[src/rtl/div_pkg.sv]
// Shared definitions for the sequential 32-bit divider: operand width,
// controller state encoding and the divide-by-zero quotient value.
package div_pkg;

  localparam int WIDTH = 32;
  localparam int CNT_W = 6;

  localparam logic [WIDTH-1:0] DIV_ZERO_QUOT = 32'hFFFF_FFFF;

  typedef enum logic [1:0] {
    IDLE   = 2'd0,
    RUN    = 2'd1,
    FINISH = 2'd2
  } state_t;

endpackage

[src/rtl/div_step.sv]
// One restoring-division iteration: shift the next dividend bit into the
// partial remainder, trial-subtract the divisor, keep the difference when
// it does not borrow.
module div_step
  import div_pkg::*;
(
  input  logic [WIDTH-1:0] rem_i,
  input  logic             bit_i,
  input  logic [WIDTH-1:0] divisor_i,
  output logic [WIDTH-1:0] rem_o,
  output logic             q_bit_o
);

  logic [WIDTH:0] shifted;
  logic [WIDTH:0] diff;

  // Shifted remainder is 33 bits wide; its top bit alone guarantees the
  // subtraction succeeds, so only the low 32 bits go through the subtractor.
  always_comb begin
    shifted = {rem_i, bit_i};
    diff    = {1'b0, shifted[WIDTH-1:0]} - {1'b0, divisor_i};
    q_bit_o = shifted[WIDTH] | ~diff[WIDTH];
    rem_o   = q_bit_o ? diff[WIDTH-1:0] : shifted[WIDTH-1:0];
  end

endmodule

[src/rtl/seq_divider_32_bit.sv]
// Sequential 32-bit restoring divider, one quotient bit per clock.
// Optional macro DIV_SIGNED_EN adds input signed_op for two's-complement
// division (magnitude divide plus sign fix-up when results are written).
module seq_divider_32_bit #(
  parameter int WIDTH = 32
) (
  input  logic             clk,
  input  logic             rst_n,
  input  logic             start,
  input  logic [WIDTH-1:0] dividend,
  input  logic [WIDTH-1:0] divisor,
  output logic [WIDTH-1:0] quotient,
  output logic [WIDTH-1:0] remainder,
  output logic             busy,
  output logic             done,
  output logic             div_by_zero
`ifdef DIV_SIGNED_EN
  ,
  input  logic             signed_op
`endif
);

  import div_pkg::*;

  state_t                 state_q;
  logic [CNT_W-1:0]       cnt_q;
  logic [WIDTH-1:0]       dvd_q;
  logic [WIDTH-1:0]       dvs_q;
  logic [WIDTH-1:0]       rem_q;
  logic [WIDTH-1:0]       quotient_q;
  logic [WIDTH-1:0]       remainder_q;
  logic                   busy_q;
  logic                   done_q;
  logic                   dbz_q;
  logic                   qneg_q;
  logic                   rneg_q;

  logic [WIDTH-1:0]       dvd_mag_d;
  logic [WIDTH-1:0]       dvs_mag_d;
  logic                   qneg_d;
  logic                   rneg_d;
  logic [WIDTH-1:0]       step_rem;
  logic                   step_q;
  logic [WIDTH-1:0]       q_final;
  logic [WIDTH-1:0]       quotient_d;
  logic [WIDTH-1:0]       remainder_d;

  assign quotient    = quotient_q;
  assign remainder   = remainder_q;
  assign busy        = busy_q;
  assign done        = done_q;
  assign div_by_zero = dbz_q;

  // Operand magnitudes and result signs captured on an accepted start.
  always_comb begin
    dvd_mag_d = dividend;
    dvs_mag_d = divisor;
    qneg_d    = 1'b0;
    rneg_d    = 1'b0;
`ifdef DIV_SIGNED_EN
    if (signed_op) begin
      dvd_mag_d = dividend[WIDTH-1] ? (~dividend + 1'b1) : dividend;
      dvs_mag_d = divisor[WIDTH-1]  ? (~divisor + 1'b1)  : divisor;
      qneg_d    = dividend[WIDTH-1] ^ divisor[WIDTH-1];
      rneg_d    = dividend[WIDTH-1];
    end
`endif
  end

  // The dividend register doubles as the quotient shift register: each
  // iteration consumes its MSB and shifts the new quotient bit into the LSB.
  div_step u_div_step (
    .rem_i     (rem_q),
    .bit_i     (dvd_q[WIDTH-1]),
    .divisor_i (dvs_q),
    .rem_o     (step_rem),
    .q_bit_o   (step_q)
  );

  // Final-iteration results with sign restored (no-op for unsigned).
  always_comb begin
    q_final     = {dvd_q[WIDTH-2:0], step_q};
    quotient_d  = qneg_q ? (~q_final + 1'b1) : q_final;
    remainder_d = rneg_q ? (~step_rem + 1'b1) : step_rem;
  end

  // Controller: operand capture, 32 iterations, one-cycle done in FINISH.
  always_ff @(posedge clk or negedge rst_n) begin
    if (!rst_n) begin
      state_q     <= IDLE;
      cnt_q       <= '0;
      dvd_q       <= '0;
      dvs_q       <= '0;
      rem_q       <= '0;
      quotient_q  <= '0;
      remainder_q <= '0;
      busy_q      <= 1'b0;
      done_q      <= 1'b0;
      dbz_q       <= 1'b0;
      qneg_q      <= 1'b0;
      rneg_q      <= 1'b0;
    end else begin
      done_q <= 1'b0;
      case (state_q)
        RUN: begin
          rem_q <= step_rem;
          dvd_q <= q_final;
          cnt_q <= cnt_q + 1'b1;
          if (cnt_q == CNT_W'(WIDTH - 1)) begin
            state_q     <= FINISH;
            busy_q      <= 1'b0;
            done_q      <= 1'b1;
            quotient_q  <= quotient_d;
            remainder_q <= remainder_d;
          end
        end
        default: begin
          if (start) begin
            dvd_q  <= dvd_mag_d;
            dvs_q  <= dvs_mag_d;
            rem_q  <= '0;
            cnt_q  <= '0;
            qneg_q <= qneg_d;
            rneg_q <= rneg_d;
            if (divisor == '0) begin
              state_q     <= FINISH;
              done_q      <= 1'b1;
              dbz_q       <= 1'b1;
              quotient_q  <= DIV_ZERO_QUOT;
              remainder_q <= dividend;
            end else begin
              state_q <= RUN;
              busy_q  <= 1'b1;
              dbz_q   <= 1'b0;
            end
          end else begin
            state_q <= IDLE;
          end
        end
      endcase
    end
  end

endmodule

[config.mk]
export PLATFORM = sky130hd
export DESIGN_NAME = seq_divider_32_bit
export DESIGN_NICKNAME = d
export VERILOG_FILES = /design/src/rtl/div_pkg.sv /design/src/rtl/div_step.sv /design/src/rtl/seq_divider_32_bit.sv
export SDC_FILE = /design/constraint.sdc
export NUM_CORES = 1
export LEC_CHECK = 0
export BUFFER_PORTS_ARGS = -buffer_cell sky130_fd_sc_hd__buf_2
export CORE_MARGIN = 2
export CORE_UTILIZATION = 40
export DETAILED_ROUTE_END_ITERATION = 10
export SLEW_MARGIN = 20
export SYNTH_ARGS = -nofsm -noshare
export SYNTH_HDL_FRONTEND = slang
export SYNTH_SLANG_ARGS = --single-unit
[constraint.sdc]
create_clock -name clk -period 4.7 [get_ports clk]
set_clock_uncertainty 0.05 [all_clocks]
set_input_delay 0.94 -clock clk [delete_from_list [all_inputs] [get_ports clk]]
set_output_delay 0.94 -clock clk [all_outputs]
set_load 0.01 [all_outputs]
# Word level (Yosys, flattened, before mapping)
# Index checks and enable logic that the tools add are counted.
# op_classes
reduce_logical	6
eq_ne	4
addsub	2
n_mux	27
bitwise	3
# op_table
operator	count
$mux 32	13
$sub 32x32->33	1
$logic_not 32->1	1
$mux 6	2
$mux 1	8
$mux 2	4
$add 6x1->6 const B	1
$eq 6x5->1 const B	1
$reduce_and 3->1	2
$reduce_bool 2->1	2
$eq 2x1->1 const B	1
$ne 2x1->1 const B	1
$ne 2x2->1 const B	1
$not 1->1	2
$reduce_and 2->1	1
$or 1x1->1	1
# totals
inputBits	67
word_cells	52
out_inout_bits	67
register_bits	171

# Depth between registers and ports, before layout
# depth
depth_word	6
mapped_depth	12
mapped_depth_nobuf	11

# Hierarchy
# Synthesis repeated with hierarchy kept, for this count alone.
# unflattened
hier_cells	952
hier_area_um2	9452.8
# by_module_without_submodules
mod	instances	cells_each	area_per_inst_um2	seq_area_each_um2
seq_divider_32_bit	1	618	7342.0	4279.1
div_step	1	334	2110.8	0.0

# Least setup slack after synthesis
# No wires, ideal clock.
# synth_path
path_type	reg-to-reg
from	register dvd_q[31]
to	register rem_q[26]
slack_ps	2160
setup_time_ps	136
stages_incl_launch_ff	13
path_buffers	1
arrival_ps	2354
cell_sequence	dfrtp_1 inv_1 ha_1 fa_1 nand2b_1 a21o_1 a211oi_2 o31ai_4 nand2_4 nor2_8 buf_6 a22oi_1 a21oi_1
# synth_between
elab_chain_cells	5
# synth_rtl
item	line_no	text
start, declared	seq_divider_32_bit.sv:27	logic [WIDTH-1:0] dvd_q;
start signal, assigned	seq_divider_32_bit.sv:107	dvd_q <= q_final;
start signal, assigned	seq_divider_32_bit.sv:119	dvd_q <= dvd_mag_d;
$sub 32x32->33 *	div_step.sv:21	diff = {1'b0, shifted[WIDTH-1:0]} - {1'b0, divisor_i};
$not 1->1	div_step.sv:22	q_bit_o = shifted[WIDTH] | ~diff[WIDTH];
$or 1x1->1	div_step.sv:22	
$mux 32 *	div_step.sv:23	rem_o = q_bit_o ? diff[WIDTH-1:0] : shifted[WIDTH-1:0];
$mux 32 *	seq_divider_32_bit.sv:104	case (state_q)
end signal, assigned	seq_divider_32_bit.sv:106	rem_q <= step_rem;
end, declared	seq_divider_32_bit.sv:29	logic [WIDTH-1:0] rem_q;
# Every way passes the cells marked *; elsewhere a longest branch is shown, timed or not.
# A chain may end at the register's enable or synchronous reset.

# Worst setup path after layout
# layout_path
from	input port divisor[5]
to	register quotient_q[18], in the netlist quotient[18]
# layout_between
elab_chain_cells	3
# layout_rtl
item	line_no	text
start, declared	seq_divider_32_bit.sv:11	input logic [WIDTH-1:0] divisor,
$logic_not 32->1	seq_divider_32_bit.sv:125	if (divisor == '0) begin
$reduce_bool 2->1 (no line)	--	
$reduce_and 3->1 (no line)	--	
end signal, assigned	seq_divider_32_bit.sv:113	quotient_q <= quotient_d;
end, declared	seq_divider_32_bit.sv:30	logic [WIDTH-1:0] quotient_q;
# Every way passes these cells.

==> impl_metrics.yaml <==
drt:
  drc: 0
  ant_nets: 0
  drt_iter0_drc: 485
  wl_um: 24900
  vias_per_cell: 5.46
  first_pass_iters: 5
  vias: 7496
  wire_per_inst_um: 18.2
power:
  p_leak_nw: 4.62
  ir_drop_mv: 0.271
  p_per_area_nw_per_um2: 691
  total_power_mw: 7.32
worst_setup_path:
  worstPathArrival_ps: 3590
  r2r-start: "state_q[1]$_DFFE_PN0P_"
  worstPathRequired_ps: 5000
  crit_path_end: "quotient[18]$_DFFE_PN0P_"
  crit_path_max_fanout: 43
  rrSetupSlack_ps: 1500
  reg2reg_to: "quotient[18]$_DFFE_PN0P_"
  worstSetupStartpointType: "input port"
  worstSetupEndpointType: "register"
  crit_start: "divisor[5]"
  rr_worst_depth: 8
  critPathKind: "input port to register"
timing:
  worst_pin_slew_ps: 920
  timing.final.crit_share_pct: 69.8
  period_minus_slack_ps: 3280
  setup_viol: 0
  max_slew_margin_pct: 38.1
  drv_slew: 0
  rsz0062_at_grt: "no"
  fin_setup_tns_ps: 0
  fin_ws_ps: 1420
  fmax_ghz: 0.305
  holdWs_ps: 455
  hold_viol_final: 0
clock_tree:
  ctsHoldBuffers: 0
  h-tree-depth: 4
  clock_latency_ps: 440
  cts_buffers: 17
  post_cts_resized: 0
  clkTransAtPathRegs_ps: 70
  cts_sinks: 171
  clock_path_buffers: 2
  post_cts_buffers: 0
  cts_tree: "yes"
  cts_root_buf: "clkbuf_16"
yosys:
  ys.flop_type: "dfrtp_1"
  ys_ff_latch: 171
  synthesis.nets: 1070
  ys_warn_count: 0
  synth_common_cells: "dfrtp_1 (171), a21oi_1 (147), nor2_1 (125)"
  yosysTopAreaCellShare_pct: 46.8
  synth_cell_types: 69
  synthCells: 969
  synth_most_common_cell: "dfrtp_1"
  netlist_area_um2: 9150
  yosys-top-cells-area: "dfrtp_1 (47%), a21oi_1 (8.0%), nor2_1 (5.1%)"
  yosys.area.top_type: "dfrtp_1"
  ys_async_sr_fraction_pct: 100
  synth-edff-count: 0
  ys_seq_area_share_pct: 46.8
  syn_area_per_cell_um2: 9.45
floorplanning:
  die_width_um: 155
  dieArea_um2: 24100
  ios: 134
  initial_core_util_pct: 40.5
  core_area_um2: 22600
  chipHeight_um: 155
  rows: 55
global_route:
  grt_overflow: 0
  grt_pass1_vias: 7465
  grt_usage_pct: 21.2
  grt_pass1_wl_um: 40200
  antenna_found_initial: 2
  grt_max_degree: 113
status:
  run_status: "completed"
placement:
  place_area_um2: 10000
  dp.final_hpwl_um: 18300
  port_buffers: 133
  gp_congestion: 0.850
  dpl_worst_slack_ps: 926
  placedCellCount: 1340
finish:
  drive_gt1_share_pct: 21.0
  syn2layout_area_growth_pct: 15.7
  finalNonFillerCells: 1373
  postLayoutCellArea_um2: 10600
  utilization_pct: 46.9
  final_nets: 1175
hold_path:
  min_delay_path_depth: 1
  hp-class: "register to register"
run:
  drv_cap: 0
## cell families (layout without fill, tap and decap cells)
kind of cell               count (synthesis)  in the layout  share of synthesized area (%)
and+or+nand+nor                          295            295                           14.2
AOI/OAI and AO/OA                        277            277                           19.0
DFF                                      171            171                           46.8
buffers and inverters                     96            214                           4.76
muxes                                     68             68                           7.87
adders and majority gates                 34             34                           4.73
xor gates and xnor gates                  28             28                           2.68
other                                      0              1                              0
## flip-flops by register name, summed over array words and instances, names as in the netlist
signal and cells:
dvd_q 32, dvs_q 32, quotient 32, rem_q 32, remainder 32, cnt_q 6
state_q 2, busy 1, div_by_zero 1, done 1
## routing by layer
| metal | GRT usage (%) | share of wire [%] | vias to the layer above |
|---|---|---|---|
| li1 | - | - | 3637 |
| met4 | 4.59 | 0.86 | 2 |
| met2 | 35.8 | 50 | 182 |
| met3 | 4.07 | 4.1 | 16 |
| met1 | 28.5 | 45 | 3659 |
| met5 | 0 | 0.052 | - |
## how the worst min path moves through the flow
| stage | start | end | slack, ps |
|---|---|---|---|
| after floorplan | rem_q[15]$_DFFE_PN0N_ | rem_q[15]$_DFFE_PN0N_ | 410 |
| after CTS | cnt_q[3]$_DFFE_PN0N_ | cnt_q[3]$_DFFE_PN0N_ | 450 |
| after detailed placement | cnt_q[3]$_DFFE_PN0N_ | cnt_q[3]$_DFFE_PN0N_ | 440 |
| after global routing | dvs_q[12]$_DFFE_PN0P_ | dvs_q[12]$_DFFE_PN0P_ | 470 |
| after global placement | cnt_q[3]$_DFFE_PN0N_ | cnt_q[3]$_DFFE_PN0N_ | 440 |
| final | remainder[29]$_DFFE_PN0P_ | remainder[29]$_DFFE_PN0P_ | 460 |
## power breakdown
group	switching [mW]	internal [mW]	total (mW)
Sequential	0.283	1.87	2.15
Clock	0.648	0.761	1.41
Combinational	2.33	1.42	3.76
Total	3.26	4.05	7.32
## layout by cell type, fill, tap and decap left out, types with 14 or more instances in the layout
| master | netlist | routed |
|---|---|---|
| a21oi_1 | 147 | 147 |
| mux2i_1 | 36 | 36 |
| nand3_1 | 14 | 14 |
| o21ai_0 | 31 | 31 |
| xnor2_1 | 19 | 19 |
| nor2_1 | 125 | 124 |
| clkbuf_16 | 0 | 17 |
| dfrtp_1 | 171 | 171 |
| a31oi_1 | 14 | 14 |
| inv_1 | 40 | 39 |
| buf_2 | 21 | 132 |
| mux2_2 | 32 | 32 |
| ha_1 | 33 | 33 |
| a22oi_1 | 18 | 18 |
| nand2_1 | 94 | 94 |
## area by class of cell
type	count	area, µm²
flip-flops and latches	171	4280
clock buffers	19	443
multi-input cells	702	4450
inverters	40	151
repair buffers	142	767
clock inverters	13	138
fillers	2243	12000
well taps	285	357
diodes	1	2.50
## worst max-delay path, stage by stage
cell      delay (ps)
buf_2            100
nor4_1           570
nand4_1          280
nor3_1           350
nor2_2            50
buf_4            260
clkinv_2         470
buf_4            330
nor2_1            60
a21oi_1          150
Power figures use the tool's default switching activity.
